### src/rtl/maxpool_window_gen_if.sv
// maxpool_window_gen_if: raster pixel input and 2x2 window output handshake bundle.
interface maxpool_window_gen_if #(parameter int in_length = 8);
    logic [in_length-1:0] in_data;
    logic                 in_valid;
    logic                 in_ready;
    logic [in_length-1:0] w_tl;
    logic [in_length-1:0] w_tr;
    logic [in_length-1:0] w_bl;
    logic [in_length-1:0] w_br;
    logic                 win_valid;
    logic                 out_ready;
    logic                 win_last;
    logic                 frame_done;
    modport master (
        output in_data, in_valid, out_ready,
        input  in_ready, w_tl, w_tr, w_bl, w_br, win_valid, win_last, frame_done
    );
    modport slave (
        input  in_data, in_valid, out_ready,
        output in_ready, w_tl, w_tr, w_bl, w_br, win_valid, win_last, frame_done
    );
endinterface

### src/rtl/maxpool_window_gen.sv
// maxpool_window_gen: turns a raster pixel stream into non-overlapping 2x2 windows,
// buffering even rows in a line buffer and emitting one window per odd-row/odd-col pixel.
module maxpool_window_gen #(
    parameter int in_length = 8,
    parameter int IMG_W     = 8,
    parameter int IMG_H     = 8
) (
    input logic clk,
    input logic reset,
    maxpool_window_gen_if.slave bus
);
    localparam int CW = $clog2(IMG_W);
    localparam int RW = $clog2(IMG_H);

    logic [CW-1:0]        r_col;
    logic [RW-1:0]        r_row;
    logic [in_length-1:0] r_line_buf [IMG_W];
    logic [in_length-1:0] r_hold;
    logic [in_length-1:0] r_tl, r_tr, r_bl, r_br;
    logic                 r_win_valid;
    logic                 r_win_last;
    logic                 r_frame_done;

    logic          w_ready;
    logic          w_accept;
    logic          w_load;
    logic          w_col_end;
    logic          w_row_end;
    logic [CW-1:0] w_col_pair;

    assign w_ready    = !r_win_valid || bus.out_ready;
    assign w_accept   = bus.in_valid && w_ready;
    assign w_col_end  = r_col == CW'(IMG_W - 1);
    assign w_row_end  = r_row == RW'(IMG_H - 1);
    assign w_load     = w_accept && r_row[0] && r_col[0];
    assign w_col_pair = r_col & ~CW'(1);

    assign bus.in_ready   = w_ready;
    assign bus.w_tl       = r_tl;
    assign bus.w_tr       = r_tr;
    assign bus.w_bl       = r_bl;
    assign bus.w_br       = r_br;
    assign bus.win_valid  = r_win_valid;
    assign bus.win_last   = r_win_last;
    assign bus.frame_done = r_frame_done;

    // Pixel storage is never exposed before being written, so it carries no reset.
    always_ff @(posedge clk) begin
        if (w_accept && !r_row[0])
            r_line_buf[r_col] <= bus.in_data;
        if (w_accept && r_row[0] && !r_col[0])
            r_hold <= bus.in_data;
    end

    always_ff @(posedge clk or negedge reset) begin
        if (!reset) begin
            r_col        <= '0;
            r_row        <= '0;
            r_tl         <= '0;
            r_tr         <= '0;
            r_bl         <= '0;
            r_br         <= '0;
            r_win_valid  <= 1'b0;
            r_win_last   <= 1'b0;
            r_frame_done <= 1'b0;
        end else begin
            if (w_accept) begin
                r_col <= w_col_end ? '0 : r_col + CW'(1);
                if (w_col_end)
                    r_row <= w_row_end ? '0 : r_row + RW'(1);
            end
            r_frame_done <= w_accept && w_col_end && w_row_end;
            // A load only happens on an accepted pixel, which implies any held window was taken.
            if (w_load) begin
                r_tl        <= r_line_buf[w_col_pair];
                r_tr        <= r_line_buf[r_col];
                r_bl        <= r_hold;
                r_br        <= bus.in_data;
                r_win_valid <= 1'b1;
                r_win_last  <= w_col_end && w_row_end;
            end else if (bus.out_ready) begin
                r_win_valid <= 1'b0;
                r_win_last  <= 1'b0;
            end
        end
    end
endmodule

### src/flat_wrapper.sv
// flat-port wrapper written by rule: the top's interface ports become plain ports
module maxpool_window_gen_flat 
#(
    parameter int in_length = 8,
    parameter int IMG_W     = 8,
    parameter int IMG_H     = 8
)
  (clk, reset, bus_in_data, bus_in_valid, bus_out_ready, bus_in_ready, bus_w_tl, bus_w_tr, bus_w_bl, bus_w_br, bus_win_valid, bus_win_last, bus_frame_done);
  maxpool_window_gen_if #(.in_length(in_length)) bus_i ();
  input logic clk;
  input logic reset;
  input wire logic [$bits(bus_i.in_data)-1:0] bus_in_data;
  input wire logic [$bits(bus_i.in_valid)-1:0] bus_in_valid;
  input wire logic [$bits(bus_i.out_ready)-1:0] bus_out_ready;
  output wire logic [$bits(bus_i.in_ready)-1:0] bus_in_ready;
  output wire logic [$bits(bus_i.w_tl)-1:0] bus_w_tl;
  output wire logic [$bits(bus_i.w_tr)-1:0] bus_w_tr;
  output wire logic [$bits(bus_i.w_bl)-1:0] bus_w_bl;
  output wire logic [$bits(bus_i.w_br)-1:0] bus_w_br;
  output wire logic [$bits(bus_i.win_valid)-1:0] bus_win_valid;
  output wire logic [$bits(bus_i.win_last)-1:0] bus_win_last;
  output wire logic [$bits(bus_i.frame_done)-1:0] bus_frame_done;
  assign bus_i.in_data = bus_in_data;
  assign bus_i.in_valid = bus_in_valid;
  assign bus_i.out_ready = bus_out_ready;
  assign bus_in_ready = bus_i.in_ready;
  assign bus_w_tl = bus_i.w_tl;
  assign bus_w_tr = bus_i.w_tr;
  assign bus_w_bl = bus_i.w_bl;
  assign bus_w_br = bus_i.w_br;
  assign bus_win_valid = bus_i.win_valid;
  assign bus_win_last = bus_i.win_last;
  assign bus_frame_done = bus_i.frame_done;
  maxpool_window_gen #(.in_length(in_length), .IMG_W(IMG_W), .IMG_H(IMG_H)) u_core (.clk(clk), .reset(reset), .bus(bus_i));
endmodule
### config.mk
export PLATFORM = sky130hd
export DESIGN_NAME = maxpool_window_gen_flat
export DESIGN_NICKNAME = d
export VERILOG_FILES = /design/src/rtl/maxpool_window_gen_if.sv /design/src/rtl/maxpool_window_gen.sv /design/src/flat_wrapper.sv
export SDC_FILE = /design/constraint.sdc
export NUM_CORES = 1
export LEC_CHECK = 0
export ABC_CLOCK_PERIOD_IN_PS = 2200
export CAP_MARGIN = 20
export CORE_ASPECT_RATIO = 0.9
export CORE_UTILIZATION = 32
export CTS_BUF_LIST = sky130_fd_sc_hd__clkbuf_8
export CTS_CLUSTER_DIAMETER = 150
export DETAILED_ROUTE_END_ITERATION = 8
export GPL_TIMING_DRIVEN = 0
export PLACE_DENSITY_LB_ADDON = 0.15
export SYNTH_ARGS = -nofsm -noshare
export SYNTH_HDL_FRONTEND = slang
export SYNTH_SLANG_ARGS = --single-unit
export TNS_END_PERCENT = 50
### constraint.sdc
create_clock -name clk -period 2.2 [get_ports clk]
set_input_delay 0.33 -clock clk [delete_from_list [all_inputs] [get_ports clk]]
set_output_delay 0.33 -clock clk [all_outputs]
set_load 0.01 [all_outputs]
==> results of run 1 <==
## sequential cells by signal (all words and copies together) (netlist names)
register               count
u_core.bus.w_br            8
u_core.r_line_buf         64
u_core.bus.w_tr            8
u_core.bus.w_bl            8
u_core.bus.win_last        1
u_core.r_col               3
u_core.bus.frame_done      1
u_core.r_hold              8
u_core.bus.w_tl            8
u_core.r_row               3
u_core.bus.win_valid       1
## final timing paths
| check | startpoint | to | slack (ns) | depth (start not counted) |
|---|---|---|---|---|
| max | bus_out_ready | u_core.r_line_buf[0][0] | -0.05 | 6 |
| min | reset | u_core.bus.w_tl[2] | 0.38 | 2 |
| max reg2reg | u_core.bus.win_valid | u_core.r_line_buf[0][0] | -0.05 | 5 |
| min reg2reg | u_core.r_hold[7] | u_core.bus.w_bl[7] | 0.48 | 1 |
| max in group asynchronous | reset | u_core.r_col[1] | 1.33 | 3 |
| min in group clk | u_core.r_hold[7] | u_core.bus.w_bl[7] | 0.48 | 1 |
## where the power goes
group / switching, mW / total (mW) / internal, mW
combinational: 1.16 / 2.64 / 1.48
clock: 0.823 / 2.06 / 1.24
sequential: 0.211 / 3.01 / 2.80
## synth_stat cells (all sizes together)
cell,count
a21boi,1
a2bb2oi,1
and2,1
buf,12
clkbuf,1
dfrtp,41
edfxtp,72
ha,4
inv,2
mux2,37
mux2i,2
mux4,15
nand2,4
nand2b,4
nand3,2
nand4b,1
nor2,7
nor2b,1
nor3,1
nor3b,1
nor4,3
nor4b,1
o2111ai,1
o21a,7
o21ai,1
o22ai,1
## routing by layer
metal / wire [µm] / vias up / global-route usage / part of all wire
li1: - / 1016 / - / -
met1: 4170 / 1184 / 0.183 / 0.46
met2: 4340 / 58 / 0.210 / 0.48
met3: 358 / 8 / 0.0407 / 0.040
met4: 115 / 0 / 0.0618 / 0.013
met5: 0 / - / 0 / 0
## worst max-delay path, cell delays in order
cell and delay, ns:
sky130_fd_sc_hd__clkdlybuf4s50_1 0.46, sky130_fd_sc_hd__nand2b_1 0.09, sky130_fd_sc_hd__buf_2 0.19, sky130_fd_sc_hd__nand2_1 0.31, sky130_fd_sc_hd__nor4b_2 0.78, sky130_fd_sc_hd__buf_6 0.23
## layout make-up
type / count / share of cell area
flip-flops and latches: 113 / 0.565
multi-input cells: 96 / 0.201
repair buffers: 55 / 0.100
clock buffers: 18 / 0.0439
well taps: 168 / 0.0372
clock inverters: 14 / 0.0301
plain buffers: 13 / 0.0213
inverters: 2 / 0.00133
## cell usage in the layout (no fill, tap or decap), types with 2 or more instances in the layout
master / netlist / layout
sky130_fd_sc_hd__bufinv_16: 0 / 4
sky130_fd_sc_hd__clkinv_2: 0 / 4
sky130_fd_sc_hd__ha_1: 4 / 4
sky130_fd_sc_hd__mux2i_1: 2 / 2
sky130_fd_sc_hd__clkdlybuf4s50_1: 0 / 46
sky130_fd_sc_hd__buf_2: 4 / 4
sky130_fd_sc_hd__buf_4: 0 / 2
sky130_fd_sc_hd__o21a_1: 7 / 7
sky130_fd_sc_hd__mux2_2: 36 / 36
sky130_fd_sc_hd__nor4_2: 0 / 2
sky130_fd_sc_hd__clkbuf_8: 0 / 18
sky130_fd_sc_hd__dfrtp_1: 41 / 41
sky130_fd_sc_hd__buf_6: 7 / 10
sky130_fd_sc_hd__clkinvlp_4: 0 / 2
sky130_fd_sc_hd__clkinv_1: 0 / 3
sky130_fd_sc_hd__mux4_2: 15 / 15
sky130_fd_sc_hd__edfxtp_1: 72 / 72
sky130_fd_sc_hd__nand2_1: 4 / 4
sky130_fd_sc_hd__inv_1: 2 / 3
sky130_fd_sc_hd__buf_12: 0 / 2
sky130_fd_sc_hd__nand2b_1: 4 / 4
sky130_fd_sc_hd__nor2_1: 7 / 4
sky130_fd_sc_hd__nor2_4: 0 / 3
## what timing repair did
item	4_1_cts	5_1_grt
gates resized for setup	0	9
setup endpoints to repair	47	64
pin swaps	0	2
cloned	0	0
hold buffers	1	0
setup buffers	0	2
hold endpoints to repair	16	0
## stage by stage
stage	hold slack, ns	std cells	cell area [µm²]	power [mW]
floorplan	0.0344	224	4380	4.52
global route	0.398	479	5640	8.11
CTS	0.383	477	5580	7.74
global placement	0.457	439	5060	5.57
finish	0.381	479	5640	7.71
detailed placement	0.305	444	5150	5.67
## cells by family after synthesis
| group | count (synthesis) |
|---|---|
| compound gates | 12 |
| fa+ha+maj | 4 |
| buf+inv | 15 |
| flops | 113 |
| mux | 54 |
| simple gates | 26 |
==> summary.md, run 1 <==
| Metric | Value |
|---|---|
| FILL cells | roughly 1,200 |
| Routed len/inst | between 15 and 20 µm |
| Run status | finished with violations |
| HPWL Detailed | between 6 and 7 mm |
| IO Port Bufs | 47 |
| Average size of a mapped cell | roughly 20 µm² |
| Number of antenna violations at the first check in global routing | 0 |
| Die boundary width | about 130 µm |
| Clock tree from TritonCTS | yes |
| Synthesis warning total | 0 |
| Number of max-cap violations | 0 |
| Clock buffer depth | 2 |
| Via-per-instance ratio | 4.73 |
| Post-route minimum period | roughly 2.3 ns |
| Post-Syn Area | roughly 4400 µm² |
| IR Drop Worst-Case VDD | around 460 µV |
| Synth-to-layout area growth | 29.0% |
| Worst skew pair latency | roughly 0.43 ns |
| Simple-gate portion of the synthesized area | 0.0343 |
| Kind of start point of the critical path | primary input |
| Maximum frequency from static timing analysis | approximately 440 MHz |
| Post-route clock period utilization | 1.02 |
| Sequential area share after synthesis | 0.728 |
| Power density normalized to cell area | 1370 nW/µm² |
| Number of nets in the final layout | 314 |
| Die Area | ~14,000 µm² |
| Post-synthesis instance total | 224 |
| Number of failing hold endpoints at the final stage | 0 |
| Slew at the pin with the worst max-slew slack | 0.845 ns |
| Post-synthesis share of cell area spent on xor and xnor gates | 0 |
| Leakage dissipation | ~2 nW |
| Setup TNS | -0.264 ns |
| CP Data Arrival Time | about 2.4 ns |
| Clock Tree Root | sky130_fd_sc_hd__clkbuf_8 |
| Number of library cell types mapped by synthesis | 30 |
| Largest fanout on the critical path | 9 |
| Multi-input logic area | around 1100 µm² |
| Final wirelength | approximately 9 mm |
| Share of cells above drive strength 1 | 0.350 |
| Number of design-rule violations left by the first detailed-router iteration | between 100 and 150 |
| CTS HTree Levels | 4 |
| Remaining routing DRC violations | 5 |
| Post-DRT Antenna Nets | 0 |
| Global router's overall resource usage | 0.138 |
| Floorplan row count | 40 |
| Area used by sequential logic in the layout | 3190 µm² |
| Setup repair after global routing missed its margin | yes |
| Utilization of the core after routing | 0.422 |
| Number of diodes added for antenna fixing | 0 |
| Setup crit end kind | flip-flop |
| Remaining max-slew budget at the tightest pin | 0.434 |
| Pre-CTS setup slack | -0.464 ns |
| Final Slew Violations | 0 |
| Worst hold path type | in2async |
| Proportion of netlist area held by the largest area contributor | 0.494 |
| Violations in the final reports | DRC, setup timing |
| Adder-Cell Fraction of Synth Area | 0.0114 |
| Min setup slack post-route | -0.0538 ns |
| Start-to-end type of the worst setup path | in2reg |
| Leading cell types by total area after synthesis | sky130_fd_sc_hd__edfxtp_1 49%, sky130_fd_sc_hd__dfrtp_1 23%, sky130_fd_sc_hd__mux2_2 9.3% |
| Via count of the first global-routing pass | 2,413 |
| Dominant combinational cell family by area after synthesis | multiplexers |
| Weighted congestion reported at the end of routability-driven placement | between 0.6 and 0.7 |
| Sinks on the clock net | around 110 |
| Fin Clk Skew | 0.0121 ns |
| Die height | approximately 110 µm |
| FF+latch count, synth | 113 |
| Setup-failing EPs final | 10 |
| Floorplan core area | approximately 13,000 µm² |
| Pin count of the biggest net entering global routing | 26 |
| Effective utilization at floorplan | 0.328 |
| Number of nets in the synthesized netlist | 240 |
| Worst Path Required | 2.33 ns |
| Remaining global-route overflow | 0 |
| Synth area leader | sky130_fd_sc_hd__edfxtp_1 |
| # IOs | 48 |
| DR pass1 iterations | 9 |
| Proportion of synthesized area in mux cells | 0.177 |
| Global-route wire length before repair | ~14 mm |
| Clock-pin transition on the worst setup and hold timing paths | around 0.07 ns |
| Synth Area in Compound Gates | 0.0203 |
| Vias | between 2,000 and 2,500 |
| Number of CTS-inserted buffers | 17 |
Note: power is estimated with default switching activity, not from simulation.
==> inputs of run 2 (changes only) <==
Settings changed: CORE_UTILIZATION 32 to 40, SETUP_SLACK_MARGIN set to 0.05.
==> run 2 against run 1 <==
The flow finishes with violations (DRC). First-iteration DRC count decreased by 22%. Die area decreased by 20%. Clock-buffer cell count decreased by 1. Sequential share of layout area increased by 1.6 points. Fmax increased by 2.9%. Flip-flop and latch count unchanged. Design area decreased by 2.8%. Sequential power about the same. Final cell count decreased by 8.6%. Critical path type unchanged. Critical endpoint is now u_core.r_line_buf[6][0]. Largest cell class unchanged. Largest power group unchanged.
==> summary.md, run 2 (synthesis results as in run 1) <==
| Metric | Value |
|---|---|
| Number of diodes added for antenna fixing | 0 (unchanged) |
| Share of cells above drive strength 1 | 0.353 (was 0.350) |
| Leakage dissipation | 2.03 nW (was 2.06 nW) |
| Maximum frequency from static timing analysis | 457 MHz (was 444 MHz) |
| Top register by number of flip-flops | u_core.r_line_buf (unchanged) |
| Number of nets in the final layout | 312 (was 314) |
| Start-to-end type of the worst setup path | in2reg (unchanged) |
| FILL cells | 868 (was 1,207) |
| Utilization of the core after routing | 0.527 (was 0.422) |
| Synth-to-layout area growth | 25.4% (was 29.0%) |
| Worst hold path type | in2async (unchanged) |
| Worst r2r dst | u_core.r_line_buf[6][0] (was u_core.r_line_buf[0][0]) |
| Worst reg2reg setup slack | 0.02 ns (was -0.05 ns) |
| Die height | 101 µm (was 113 µm) |
| Largest fanout on the critical path | 9 (unchanged) |
| Most common library cell in the layout ignoring fill and taps | sky130_fd_sc_hd__edfxtp_1 (unchanged) |
| Final wirelength | 8.24 mm (was 8.98 mm) |
| Worst Path Required | 2.33 ns (about the same) |
| Post-route minimum period | 2.19 ns (was 2.25 ns) |
| Post-DRT Antenna Nets | 0 (unchanged) |
| Post-placement cell count | 406 (was 444) |
| Capturing element of the worst setup path | u_core.r_line_buf[6][0] (was u_core.r_line_buf[0][0]) |
| Violations in the final reports | DRC (was DRC, setup timing) |
| CTS HTree Levels | 4 (unchanged) |
| Post-CTS Setup Repair Bufs | 0 (unchanged) |
| Clock Tree Root | sky130_fd_sc_hd__clkbuf_8 (unchanged) |
| R2R depth | 5 (unchanged) |
| # IOs | 48 (unchanged) |
| Area used by sequential logic in the layout | 3190 µm² (unchanged) |
| Power density normalized to cell area | 1340 nW/µm² (was 1370 nW/µm²) |
| Setup-failing EPs final | 0 (was 10) |
| Setup crit end kind | flip-flop (unchanged) |
| IO Port Bufs | 47 (unchanged) |
| Weighted congestion reported at the end of routability-driven placement | 0.779 (was 0.682) |
| CP Data Arrival Time | 2.32 ns (was 2.39 ns) |
| HPWL Detailed | 5.64 mm (was 6.11 mm) |
| Clock-pin transition on the worst setup and hold timing paths | 0.07 ns (about the same) |
| Number of CTS-inserted buffers | 17 (unchanged) |
| Kind of start point of the critical path | primary input (unchanged) |
| Critical Path Source | bus_out_ready (unchanged) |
| Remaining global-route overflow | 0 (unchanged) |
| DR pass1 iterations | 8 (was 9) |
| Slew at the pin with the worst max-slew slack | 0.814 ns (was 0.845 ns) |
| Final Slew Violations | 0 (unchanged) |
| Global router's overall resource usage | 0.164 (was 0.138) |
| Non-filler instance count after layout | 438 (was 479) |
| Global-route wire length before repair | 13.1 mm (was 14.0 mm) |
| IR Drop Worst-Case VDD | 698 µV (was 461 µV) |
| Number of design-rule violations left by the first detailed-router iteration | 113 (was 144) |
| Multi-input logic area | 1120 µm² (was 1140 µm²) |
| Crit Reg-Reg Startpoint | u_core.bus.win_valid (unchanged) |
| Sinks on the clock net | 113 (unchanged) |
| Post-route clock period utilization | 0.995 (was 1.02) |
| Clock buffer depth | 2 (unchanged) |
| Clock tree from TritonCTS | yes (unchanged) |
| Effective utilization at floorplan | 0.420 (was 0.328) |
| Pin count of the biggest net entering global routing | 26 (unchanged) |
| Die boundary width | 112 µm (was 125 µm) |
| Worst skew pair latency | 0.42 ns (was 0.43 ns) |
| Remaining routing DRC violations | 4 (was 5) |
| Pre-CTS setup slack | -0.420 ns (was -0.464 ns) |
| Setup repair after global routing missed its margin | yes (unchanged) |
| Run status | finished with violations (unchanged) |
| Via count of the first global-routing pass | 2,337 (was 2,413) |
| Number of antenna violations at the first check in global routing | 0 (unchanged) |
| Number of failing hold endpoints at the final stage | 0 (unchanged) |
| Remaining max-slew budget at the tightest pin | 0.455 (was 0.434) |
| Die Area | 11,400 µm² (was 14,100 µm²) |
| Floorplan core area | 10,400 µm² (was 13,400 µm²) |
| Commonest non-fill, non-tap cells in the layout | 72 x sky130_fd_sc_hd__edfxtp_1, 46 x sky130_fd_sc_hd__clkdlybuf4s50_1, 41 x sky130_fd_sc_hd__dfrtp_1, 36 x sky130_fd_sc_hd__mux2_2, 17 x sky130_fd_sc_hd__clkbuf_8 (was 72 x sky130_fd_sc_hd__edfxtp_1, 46 x sky130_fd_sc_hd__clkdlybuf4s50_1, 41 x sky130_fd_sc_hd__dfrtp_1, 36 x sky130_fd_sc_hd__mux2_2, 18 x sky130_fd_sc_hd__clkbuf_8) |
| Min setup slack post-route | 0.0106 ns (was -0.0538 ns) |
| Vias | 2,216 (was 2,266) |
| Number of flip-flops under the largest register name | 64 (unchanged) |
| Number of max-cap violations | 0 (unchanged) |
| Via-per-instance ratio | 5.06 (was 4.73) |
| Fin Clk Skew | 0.00763 ns (was 0.0121 ns) |
| Floorplan row count | 35 (was 40) |
| Routed len/inst | 18.8 µm (was 18.7 µm) |
==> run 2: changes by cell type in the layout (fill, tap and decap cells not counted), moves of 2 or more <==
cell | before | now
sky130_fd_sc_hd__nor2_2 | 0 | 2
sky130_fd_sc_hd__buf_4 | 2 | 5
sky130_fd_sc_hd__bufinv_16 | 4 | 2
sky130_fd_sc_hd__clkinv_1 | 3 | 1
sky130_fd_sc_hd__clkinv_2 | 4 | 8
sky130_fd_sc_hd__buf_6 | 10 | 7
sky130_fd_sc_hd__nor2_4 | 3 | 1
==> run 2: layout make-up <==
class,count,share of cell area
plain buffers,12,0.0212
inverters,2,0.00137
multi-input cells,96,0.204
repair buffers,54,0.0971
flip-flops and latches,113,0.581
clock inverters,15,0.0233
well taps,129,0.0294
clock buffers,17,0.0426
==> run 2: worst min path at each step <==
stage                           from               endpoint  slack [ns]  cells past startpoint
floorplan                      reset  u_core.bus.frame_done        0.03                      0
global placement    u_core.r_hold[6]     u_core.bus.w_bl[6]        0.46                      1
detailed placement             reset     u_core.bus.w_bl[4]        0.31                      1
CTS                            reset     u_core.bus.w_tl[7]        0.38                      2
global route                   reset     u_core.bus.w_tl[7]        0.41                      2
finish                         reset     u_core.bus.w_tl[7]        0.39                      2
==> run 2: through the flow <==
step	area (µm²)	setup TNS [ns]	total power, mW	hold slack [ns]
after floorplan	4380	0	4.52	0.0344
after global placement	5010	-68.91	5.53	0.459
after detailed placement	5090	-17.41	5.62	0.307
after CTS	5460	-2.46	7.42	0.376
after global routing	5490	-2.43	7.74	0.407
final	5490	0	7.34	0.385
==> run 2: per-layer routing <==
layer | GRT usage | up-vias | share of wire
li1 | - | 1013 | -
met1 | 0.214 | 1135 | 0.46
met2 | 0.249 | 52 | 0.48
met3 | 0.0563 | 16 | 0.045
met4 | 0.0810 | 0 | 0.017
met5 | 0 | - | 0
==> run 2: repair_timing <==
| item | 4_1_cts | 5_1_grt |
|---|---|---|
| hold endpoints to repair | 16 | 0 |
| gates cloned | 0 | 0 |
| setup endpoints to repair | 42 | 60 |
| hold buffers | 1 | 0 |
| gates resized for setup | 0 | 7 |
==> run 2: worst max-delay path, cell delays in order <==
cell,delay [ns]
sky130_fd_sc_hd__clkdlybuf4s50_1,0.46
sky130_fd_sc_hd__nand2b_1,0.10
sky130_fd_sc_hd__buf_2,0.19
sky130_fd_sc_hd__nand2_1,0.33
sky130_fd_sc_hd__nor4_2,0.63
sky130_fd_sc_hd__buf_4,0.28
==> run 2: power breakdown <==
group / total (mW) / internal [mW] / switching (mW)
combinational: 2.55 / 1.45 / 1.10
sequential: 3.01 / 2.80 / 0.211
clock: 1.79 / 0.975 / 0.810
total: 7.34 / 5.22 / 2.12
